## config.mk

```make
export PLATFORM = sky130hd
export DESIGN_NAME = pool_sched
export DESIGN_NICKNAME = d
export VERILOG_FILES = /design/src/rtl/pool_sched_pkg.sv /design/src/rtl/pool_sched_desc_chk.sv /design/src/rtl/pool_sched.sv
export SDC_FILE = /design/constraint.sdc
export NUM_CORES = 1
export LEC_CHECK = 0
export BUFFER_PORTS_ARGS = -buffer_cell sky130_fd_sc_hd__buf_2
export CAP_MARGIN = 20
export CORE_ASPECT_RATIO = 0.6
export CORE_MARGIN = 5
export CORE_UTILIZATION = 35
export DETAILED_ROUTE_END_ITERATION = 16
export GPL_TIMING_DRIVEN = 0
export PLACE_DENSITY = 0.69
export SYNTH_ARGS = -nofsm -noshare
export SYNTH_HDL_FRONTEND = slang
export SYNTH_HIERARCHICAL = 1
export SYNTH_SLANG_ARGS = --single-unit
```

## constraint.sdc

```tcl
create_clock -name CLK -period 4.3 [get_ports CLK]
set_input_delay 0 -clock CLK [delete_from_list [all_inputs] [get_ports CLK]]
set_output_delay 0 -clock CLK [all_outputs]
set_load 0.005 [all_outputs]
```

## src/rtl/pool_sched_pkg.sv

```systemverilog
// Shared types and default widths for the pooling scheduler.
package pool_sched_pkg;

   localparam int ADDR_WIDTH_DEF    = 12;
   localparam int HEIGHT_WIDTH_DEF  = 7;
   localparam int KERSIZE_WIDTH_DEF = 5;
   localparam int CH_WIDTH_DEF      = 6;

   typedef enum logic [2:0] {
      IDLE = 3'd0,
      LOAD = 3'd1,
      RUN  = 3'd2,
      NEXT = 3'd3,
      FIN  = 3'd4
   } state_e;

endpackage

```

## src/rtl/pool_sched_desc_chk.sv

```systemverilog
// Combinational validity check of a pooling job descriptor:
// all dimensions non-zero and the kernel fits inside the map.
module pool_desc_chk
   import pool_sched_pkg::*;
#(
   parameter int HEIGHT_WIDTH  = HEIGHT_WIDTH_DEF,
   parameter int KERSIZE_WIDTH = KERSIZE_WIDTH_DEF,
   parameter int CH_WIDTH      = CH_WIDTH_DEF
) (
   input  logic [HEIGHT_WIDTH-1:0]  h,
   input  logic [HEIGHT_WIDTH-1:0]  w,
   input  logic [KERSIZE_WIDTH-1:0] k,
   input  logic [KERSIZE_WIDTH-1:0] l,
   input  logic [CH_WIDTH-1:0]      c,
   output logic                     ok
);

   localparam int DW = (HEIGHT_WIDTH > KERSIZE_WIDTH) ? HEIGHT_WIDTH : KERSIZE_WIDTH;

   logic [DW-1:0] h_x, w_x, k_x, l_x;

   always_comb begin
      h_x = DW'(h);
      w_x = DW'(w);
      k_x = DW'(k);
      l_x = DW'(l);
      ok  = (h_x != '0) && (w_x != '0) && (k_x != '0) && (l_x != '0) &&
            (c != '0) && (k_x <= h_x) && (l_x <= w_x);
   end

endmodule

```

## src/rtl/pool_sched.sv

```systemverilog
// Pooling job scheduler: sequences an external address generator once per
// channel and rebases its relative addresses. PERF_STALL exists only when
// POOL_SCHED_PERF_EN is defined.
//
// state | meaning
// IDLE  | waiting for a descriptor, CFG_READY high
// LOAD  | one-cycle AG_START to the generator
// RUN   | streaming generator beats to OUT_*
// NEXT  | advance channel base / index, generator idles
// FIN   | one-cycle DONE pulse
module pool_sched
   import pool_sched_pkg::*;
#(
   parameter int ADDR_WIDTH    = ADDR_WIDTH_DEF,
   parameter int HEIGHT_WIDTH  = HEIGHT_WIDTH_DEF,
   parameter int KERSIZE_WIDTH = KERSIZE_WIDTH_DEF,
   parameter int CH_WIDTH      = CH_WIDTH_DEF
) (
   input  logic                     CLK,
   input  logic                     RESET_N,
   input  logic                     CFG_VALID,
   output logic                     CFG_READY,
   input  logic [HEIGHT_WIDTH-1:0]  CFG_H,
   input  logic [HEIGHT_WIDTH-1:0]  CFG_W,
   input  logic [KERSIZE_WIDTH-1:0] CFG_K,
   input  logic [KERSIZE_WIDTH-1:0] CFG_L,
   input  logic [CH_WIDTH-1:0]      CFG_C,
   input  logic [ADDR_WIDTH-1:0]    CFG_BASE,
   output logic                     AG_EN,
   output logic                     AG_START,
   output logic [HEIGHT_WIDTH-1:0]  AG_H,
   output logic [HEIGHT_WIDTH-1:0]  AG_W,
   output logic [KERSIZE_WIDTH-1:0] AG_K,
   output logic [KERSIZE_WIDTH-1:0] AG_L,
   input  logic                     AG_BIAS_VALID,
   input  logic                     AG_BIAS_PACK,
   input  logic                     AG_BIAS_LAST,
   input  logic [ADDR_WIDTH-1:0]    AG_BIAS,
   output logic                     OUT_VALID,
   input  logic                     OUT_READY,
   output logic [ADDR_WIDTH-1:0]    OUT_ADDR,
   output logic                     OUT_PACK,
   output logic [CH_WIDTH-1:0]      OUT_CH,
`ifdef POOL_SCHED_PERF_EN
   output logic [31:0]              PERF_STALL,
`endif
   output logic                     BUSY,
   output logic                     DONE,
   output logic                     ERR
);

   state_e                   state_q, state_d;
   logic                     live_q;
   logic                     err_q, err_d;
   logic [HEIGHT_WIDTH-1:0]  h_q, h_d, w_q, w_d;
   logic [KERSIZE_WIDTH-1:0] k_q, k_d, l_q, l_d;
   logic [CH_WIDTH-1:0]      c_q, c_d, ch_q, ch_d;
   logic [ADDR_WIDTH-1:0]    chan_base_q, chan_base_d;
   logic [2*HEIGHT_WIDTH-1:0] area;
   logic                     desc_ok;
   logic                     accept;

   pool_desc_chk #(
      .HEIGHT_WIDTH  (HEIGHT_WIDTH),
      .KERSIZE_WIDTH (KERSIZE_WIDTH),
      .CH_WIDTH      (CH_WIDTH)
   ) u_desc_chk (
      .h  (CFG_H),
      .w  (CFG_W),
      .k  (CFG_K),
      .l  (CFG_L),
      .c  (CFG_C),
      .ok (desc_ok)
   );

   // live_q keeps the handshake outputs low until the first edge after reset
   assign accept = (state_q == IDLE) && live_q && CFG_VALID;
   assign area   = {{HEIGHT_WIDTH{1'b0}}, h_q} * {{HEIGHT_WIDTH{1'b0}}, w_q};

   always_comb begin
      state_d     = state_q;
      err_d       = 1'b0;
      h_d         = h_q;
      w_d         = w_q;
      k_d         = k_q;
      l_d         = l_q;
      c_d         = c_q;
      ch_d        = ch_q;
      chan_base_d = chan_base_q;
      case (state_q)
         IDLE: begin
            if (accept) begin
               h_d         = CFG_H;
               w_d         = CFG_W;
               k_d         = CFG_K;
               l_d         = CFG_L;
               c_d         = CFG_C;
               chan_base_d = CFG_BASE;
               ch_d        = '0;
               if (desc_ok) state_d = LOAD;
               else         err_d   = 1'b1;
            end
         end
         LOAD: state_d = RUN;
         RUN: begin
            if (AG_BIAS_VALID && OUT_READY && AG_BIAS_LAST) state_d = NEXT;
         end
         NEXT: begin
            chan_base_d = chan_base_q + ADDR_WIDTH'(area);
            if (ch_q == c_q - CH_WIDTH'(1)) begin
               state_d = FIN;
            end else begin
               ch_d    = ch_q + CH_WIDTH'(1);
               state_d = LOAD;
            end
         end
         FIN:     state_d = IDLE;
         default: state_d = IDLE;
      endcase
   end

   always_ff @(posedge CLK or negedge RESET_N) begin
      if (!RESET_N) begin
         state_q     <= IDLE;
         live_q      <= 1'b0;
         err_q       <= 1'b0;
         h_q         <= '0;
         w_q         <= '0;
         k_q         <= '0;
         l_q         <= '0;
         c_q         <= '0;
         ch_q        <= '0;
         chan_base_q <= '0;
      end else begin
         state_q     <= state_d;
         live_q      <= 1'b1;
         err_q       <= err_d;
         h_q         <= h_d;
         w_q         <= w_d;
         k_q         <= k_d;
         l_q         <= l_d;
         c_q         <= c_d;
         ch_q        <= ch_d;
         chan_base_q <= chan_base_d;
      end
   end

   assign CFG_READY = live_q && (state_q == IDLE);
   assign AG_START  = (state_q == LOAD);
   assign AG_EN     = (state_q == RUN) ? (OUT_READY || !AG_BIAS_VALID) : live_q;
   assign AG_H      = h_q;
   assign AG_W      = w_q;
   assign AG_K      = k_q;
   assign AG_L      = l_q;
   assign OUT_VALID = (state_q == RUN) && AG_BIAS_VALID;
   assign OUT_ADDR  = live_q ? (chan_base_q + AG_BIAS) : '0;
   assign OUT_PACK  = AG_BIAS_PACK;
   assign OUT_CH    = ch_q;
   assign BUSY      = (state_q != IDLE);
   assign DONE      = (state_q == FIN);
   assign ERR       = err_q;

`ifdef POOL_SCHED_PERF_EN
   logic [31:0] stall_q, stall_d;

   always_comb begin
      stall_d = stall_q;
      if (accept) begin
         stall_d = '0;
      end else if ((state_q == RUN) && AG_BIAS_VALID && !OUT_READY && (stall_q != '1)) begin
         stall_d = stall_q + 32'd1;
      end
   end

   always_ff @(posedge CLK or negedge RESET_N) begin
      if (!RESET_N) stall_q <= '0;
      else          stall_q <= stall_d;
   end

   assign PERF_STALL = stall_q;
`endif

endmodule

```

# ---- Yosys cells after proc, flatten, opt, wreduce, memory -nomap -nowiden
# Index checks and enable logic that the tools add are counted.
dict set report word_totals {
  input_bits 61
  out_inout_bits 50
  reg_bits 53
  word_cells 66
}
dict set report op_classes {
  n_mux 15
  n_addsub 4
  n_lt_le_gt_ge 2
  n_reduce_logical 25
  multipliers 1
  n_eq_ne 9
}
# op count
set op_table {}
lappend op_table {{$add 12x12->12} 2}
lappend op_table {{$mux 12} 2}
lappend op_table {{$pmux 12 s2} 1}
lappend op_table {{$le 5x7->1} 2}
lappend op_table {{$reduce_bool 7->1} 2}
lappend op_table {{$mul 7x7->12} 1}
lappend op_table {{$mux 3} 4}
lappend op_table {{$mux 6} 2}
lappend op_table {{$pmux 3 s4} 1}
lappend op_table {{$pmux 6 s2} 1}
lappend op_table {{$logic_and 1x1->1} 11}
lappend op_table {{$reduce_bool 5->1} 2}
lappend op_table {{$ne 2x2->1 const B} 4}
lappend op_table {{$add 6x1->6 const B} 1}
lappend op_table {{$eq 3x2->1 const B} 2}
lappend op_table {{$eq 6x6->1} 1}
lappend op_table {{$reduce_and 3->1} 2}
lappend op_table {{$reduce_bool 6->1} 1}
lappend op_table {{$sub 6x1->6 const B} 1}
lappend op_table {{$mux 1} 4}
lappend op_table {{$reduce_and 2->1} 2}
lappend op_table {{$eq 3x1->1 const B} 1}
lappend op_table {{$eq 3x3->1 const B} 1}
lappend op_table {{$logic_not 3->1} 1}
lappend op_table {{other kinds (4)} 4}

# ---- Depth between registers and ports, before layout
dict set report depth {
  word_depth 10
  depth_mapped 16
  mapped_depth_nobuf 16
}

# ---- By module
# The synthesis kept the hierarchy.
# mod seq_area_each_um2 n_inst cells_each area_per_inst_um2
set by_module_without_submodules {}
lappend by_module_without_submodules {pool_sched 1326.3 1 526 4574.4}
lappend by_module_without_submodules {pool_desc_chk 0.0 1 48 365.4}

# ---- Worst setup path before layout
# No wires, ideal clock.
dict set report synth_timing {
  path_kind {reg2reg}
  start {register h_q[2] (netlist: AG_H[2])}
  end {register chan_base_q[11]}
  path_stages_with_launch 14
  slack_ns 0.100
  period_less_slack_ns 4.200
  arrival_ns 4.069
  path_cell_list {dfrtp_1 > and2_1 > fa_1 > fa_1 > fa_1 > inv_1 > fa_1 > inv_1 > ha_1 > a21o_1 > o41a_1 > a31oi_1 > xnor2_1 > o21ai_0}
}
dict set report synth_via {
  elab_chain_len 3
}
# element line_no
set synth_rtl {}
lappend synth_rtl {{from (decl)} pool_sched.sv:55} ;# logic [HEIGHT_WIDTH-1:0] h_q, h_d, w_q, w_d;
lappend synth_rtl {{from (signal assigned)} pool_sched.sv:127} ;# h_q <= '0;
lappend synth_rtl {{from (signal assigned)} pool_sched.sv:138} ;# h_q <= h_d;
lappend synth_rtl {{$mul 7x7->12} pool_sched.sv:78} ;# assign area = {{HEIGHT_WIDTH{1'b0}}, h_q} * {{HEIGHT_WIDTH{1'b0}}, w_q};
lappend synth_rtl {{$add 12x12->12} pool_sched.sv:109} ;# chan_base_d = chan_base_q + ADDR_WIDTH'(area);
lappend synth_rtl {{$pmux 12 s2} pool_sched.sv:90} ;# case (state_q)
lappend synth_rtl {{to (signal assigned)} pool_sched.sv:144} ;# chan_base_q <= chan_base_d;
lappend synth_rtl {{to (decl)} pool_sched.sv:58} ;# logic [ADDR_WIDTH-1:0] chan_base_q, chan_base_d;
# No other way between the ends.
# A chain may end at the register's enable or synchronous reset.

# ---- Final worst setup path
dict set report layout_timing {
  start {register w_q[6] (netlist: AG_W[6])}
  end {register chan_base_q[11]}
}
dict set report layout_via {
  elab_chain_len 3
}
# element line_no
set layout_rtl {}
lappend layout_rtl {{from (decl)} pool_sched.sv:55}
lappend layout_rtl {{from (signal assigned)} pool_sched.sv:139} ;# w_q <= w_d;
lappend layout_rtl {{$mul 7x7->12} pool_sched.sv:78}
lappend layout_rtl {{$add 12x12->12} pool_sched.sv:109}
lappend layout_rtl {{$pmux 12 s2} pool_sched.sv:90}
# No other way between the ends.

==> results.cfg <==
[route]
vias = 4518
postRouteWirelength_um = 13900
drt_first_pass_iters = 5
via_per_inst = 4.76
ant_nets = 0
wire_per_inst_um = 14.7
drc = 0
drt_first_iter_violations = 227

[power_and_ir_drop]
p_int_mw = 3.24
swShare_pct = 47.0
seq_power_share_pct = 16.1
p_leak_nw = 3.45
ir_drop_mv = 0.974
pwr-share-clk_pct = 7.2
power_frac_comb_pct = 76.8
switchingPower_mw = 2.88
p_per_area_mw_per_mm2 = 931

[floorplan]
io_pins = 111
die_w_um = 163
core_mm2 = 0.0137
initial_core_util_pct = 35.9
row_count = 33
dieHeight_um = 102
design.die.area_mm2 = 0.0167

[sta]
finalSetupTns_ns = 0
min_period_over_period_pct = 97.0
maxSlewHeadroom_pct = 47.0
fin_skew_ns = 0.00497
max_freq_mhz = 240
hold_viol_final = 0
drv_slew = 0
setup_violations = 0
period_minus_slack_ns = 4.17
worstMarginPinSlew_ns = 0.792
finalWorstSetupSlack_ns = 0.128

[synth]
ys_warn_count = 6
ys.flop_type = dfrtp_1
synth-seq-cells = 53
synth_top_area_cell = dfrtp_1
synth_cell_types = 58
synth_top_area_share_pct = 26.8
syn_nets = 719
ys_top_cells_by_count = nand2_1 (133), inv_1 (79), dfrtp_1 (53), ha_1 (49), fa_1 (35)
synth_edf_count = 0
synthCells = 574
synth.cell_area_mm2 = 0.00494
yosys-top-cells-area = dfrtp_1 (27%), fa_1 (14%), ha_1 (12%)
ys_seq_area_share_pct = 26.8
post_synth.cell_area_avg_um2 = 8.61
yosysMostFrequentCell = nand2_1
synthArstFlopShare_pct = 100

[cells_and_area]
diodes = 0
multi_input_area_mm2 = 0.00331
seq_area_mm2 = 0.00134
fin_area_mm2 = 0.00657
stdcell_count = 950
drive_above_1_share_pct = 23.7
fin_nets = 902
fill_cells = 1352
areaGrowthSynthToFinish_pct = 33.0
fin_util_pct = 47.8

[clock_network]
root_buffer = clkbuf_16
cts_buffer_depth = 2
cts_buffers = 5
clkTransAtPathRegs_ns = 0.07
cts_tree = yes
clkSinkCount = 53
cts_max_level = 2
worstSkewPairLatency_ns = 0.30

[setup_path]
endpoint_kind = register
crit_path_max_fanout = 5
cp-start-kind = register
critPathArrivalTime_ns = 4.35
path_class = register to register
crit_required_ns = 4.48

[placed_design]
dp.cells = 876
hpwlAfterDp_um = 10600
gp_congestion = 0.865
dpl_cell_area_mm2 = 0.00575
port-buffer-count = 109
dp_slack_ns = -0.243

[grt]
globalRouteTotalUtil_pct = 16.8
grt_max_degree = 33
grt_pass1_wl_um = 22300
antenna_found_initial = 0
grt_pass1_vias = 4337
gr-total-overflow = 0

[job]
maxCapViolCount = 0

[min_path]
hp-class = input pin to register

[status]
status = completed
==> state kept, by name, summed over array words and instances (netlist names) <==
name	flops
AG_W	7
ERR	1
live_q	1
AG_L	5
AG_H	7
state_q	3
OUT_CH	6
chan_base_q	12
AG_K	5
c_q	6
==> worst paths after layout <==
| kind | from | end | slack (ns) | depth (start not counted) |
|---|---|---|---|---|
| worst max register to register | AG_W[6]$_DFFE_PN0P_ | chan_base_q[11]$_DFFE_PN0P_ | 0.13 | 13 |
| worst max-delay path | AG_W[6]$_DFFE_PN0P_ | chan_base_q[11]$_DFFE_PN0P_ | 0.13 | 13 |
| worst min register to register | AG_K[2]$_DFFE_PN0P_ | AG_K[2]$_DFFE_PN0P_ | 0.48 | 2 |
| worst min-delay path | CFG_BASE[4] | chan_base_q[4]$_DFFE_PN0P_ | 0.03 | 3 |
| max in group asynchronous | RESET_N | AG_W[6]$_DFFE_PN0P_ | 3.46 | 3 |
| min in group asynchronous | RESET_N | chan_base_q[2]$_DFFE_PN0P_ | 0.24 | 2 |
==> power by group through the flow <==
stage / Sequential [mW] / Combinational, mW / Clock, mW
floorplan: 0.930 / 3.15 / 0
global placement: 1.04 / 3.92 / 0
detailed placement: 1.05 / 4.00 / 0
CTS: 1.00 / 4.29 / 0.448
global route: 1.01 / 5.35 / 0.475
finish: 0.981 / 4.69 / 0.438
==> cells by family (layout without fill, tap and decap cells) <==
kind of cell	after synthesis	in the layout	share of synthesized area (%)
AO/OA/AOI/OAI	83	83	11.6
AND/OR/NAND/NOR	230	230	21.7
XOR/XNOR	25	25	4.71
multiplexers	7	7	1.42
adder cells (fa/ha/maj)	84	84	26.6
flip-flops	53	53	26.8
other	1	1	0.0759
buffers and inverters	91	275	7.07
==> per-layer routing <==
layer	wire length, um	vias up	track usage (%)
li1	-	2241	-
met1	7000	2139	24.9
met2	6010	130	25.8
met3	833	8	3.51
met4	80	0	2.71
met5	0	-	0
==> critical path: stages, from the launching register on <==
cell     delay [ns]
dfrtp_2        0.44
and2_1         0.17
fa_1           0.56
fa_1           0.43
fa_1           0.49
inv_1          0.05
fa_1           0.50
inv_2          0.05
ha_4           0.25
a21o_1         0.20
o41a_1         0.47
a31oi_2        0.24
xnor2_1        0.14
o21ai_1        0.07
==> layout by cell type (no fill, tap or decap), types with 3 or more instances in the layout <==
cell type and n:
nand2b_1 3, buf_4 24, dfrtp_2 12, mux2i_1 7
dlygate4sd3_1 41, a22oi_1 8, ha_1 46, o21bai_1 3
fa_1 33, a211oi_1 3, nand2_1 133, nor3_1 9
and3_1 3, clkbuf_1 5, a21o_1 7, o21ai_0 17
nor2_1 24, and2_1 32, buf_2 112, buf_1 3
o31ai_1 3, xor2_1 6, dfrtp_1 41, a21oi_1 14
xnor2_1 18, inv_1 78, o21a_1 5, clkbuf_16 5
nor2b_1 5
==> repair_timing <==
| action | 4_1_cts | 5_1_grt |
|---|---|---|
| endpoints found under the hold margin | 61 | 0 |
| buffers inserted | 10 | 15 |
| hold buffers | 41 | 0 |
| pin swaps | 2 | 11 |
| setup endpoints to repair | 3 | 3 |
| resized for setup | 12 | 14 |
==> per-stage QoR <==
stage	total power, mW	hold WS [ns]
2_1_floorplan	4.08	-0.296
3_3_place_gp	4.96	0.168
3_5_place_dp	5.05	0.0234
4_1_cts	5.74	0.0225
5_1_grt	6.83	0.0904
6_report	6.11	0.0299
==> area by class of cell <==
| class | instances | area share (%) |
|---|---|---|
| multi-input cells | 430 | 50.4 |
| plain buffers | 12 | 0.800 |
| clock inverters | 2 | 0.248 |
| clock buffers | 6 | 2.11 |
| flip-flops and latches | 53 | 20.4 |
| repair buffers | 176 | 17.8 |
| well taps | 192 | 3.66 |
| inverters | 79 | 4.51 |
No activity file was read; power rests on OpenSTA's default activity.
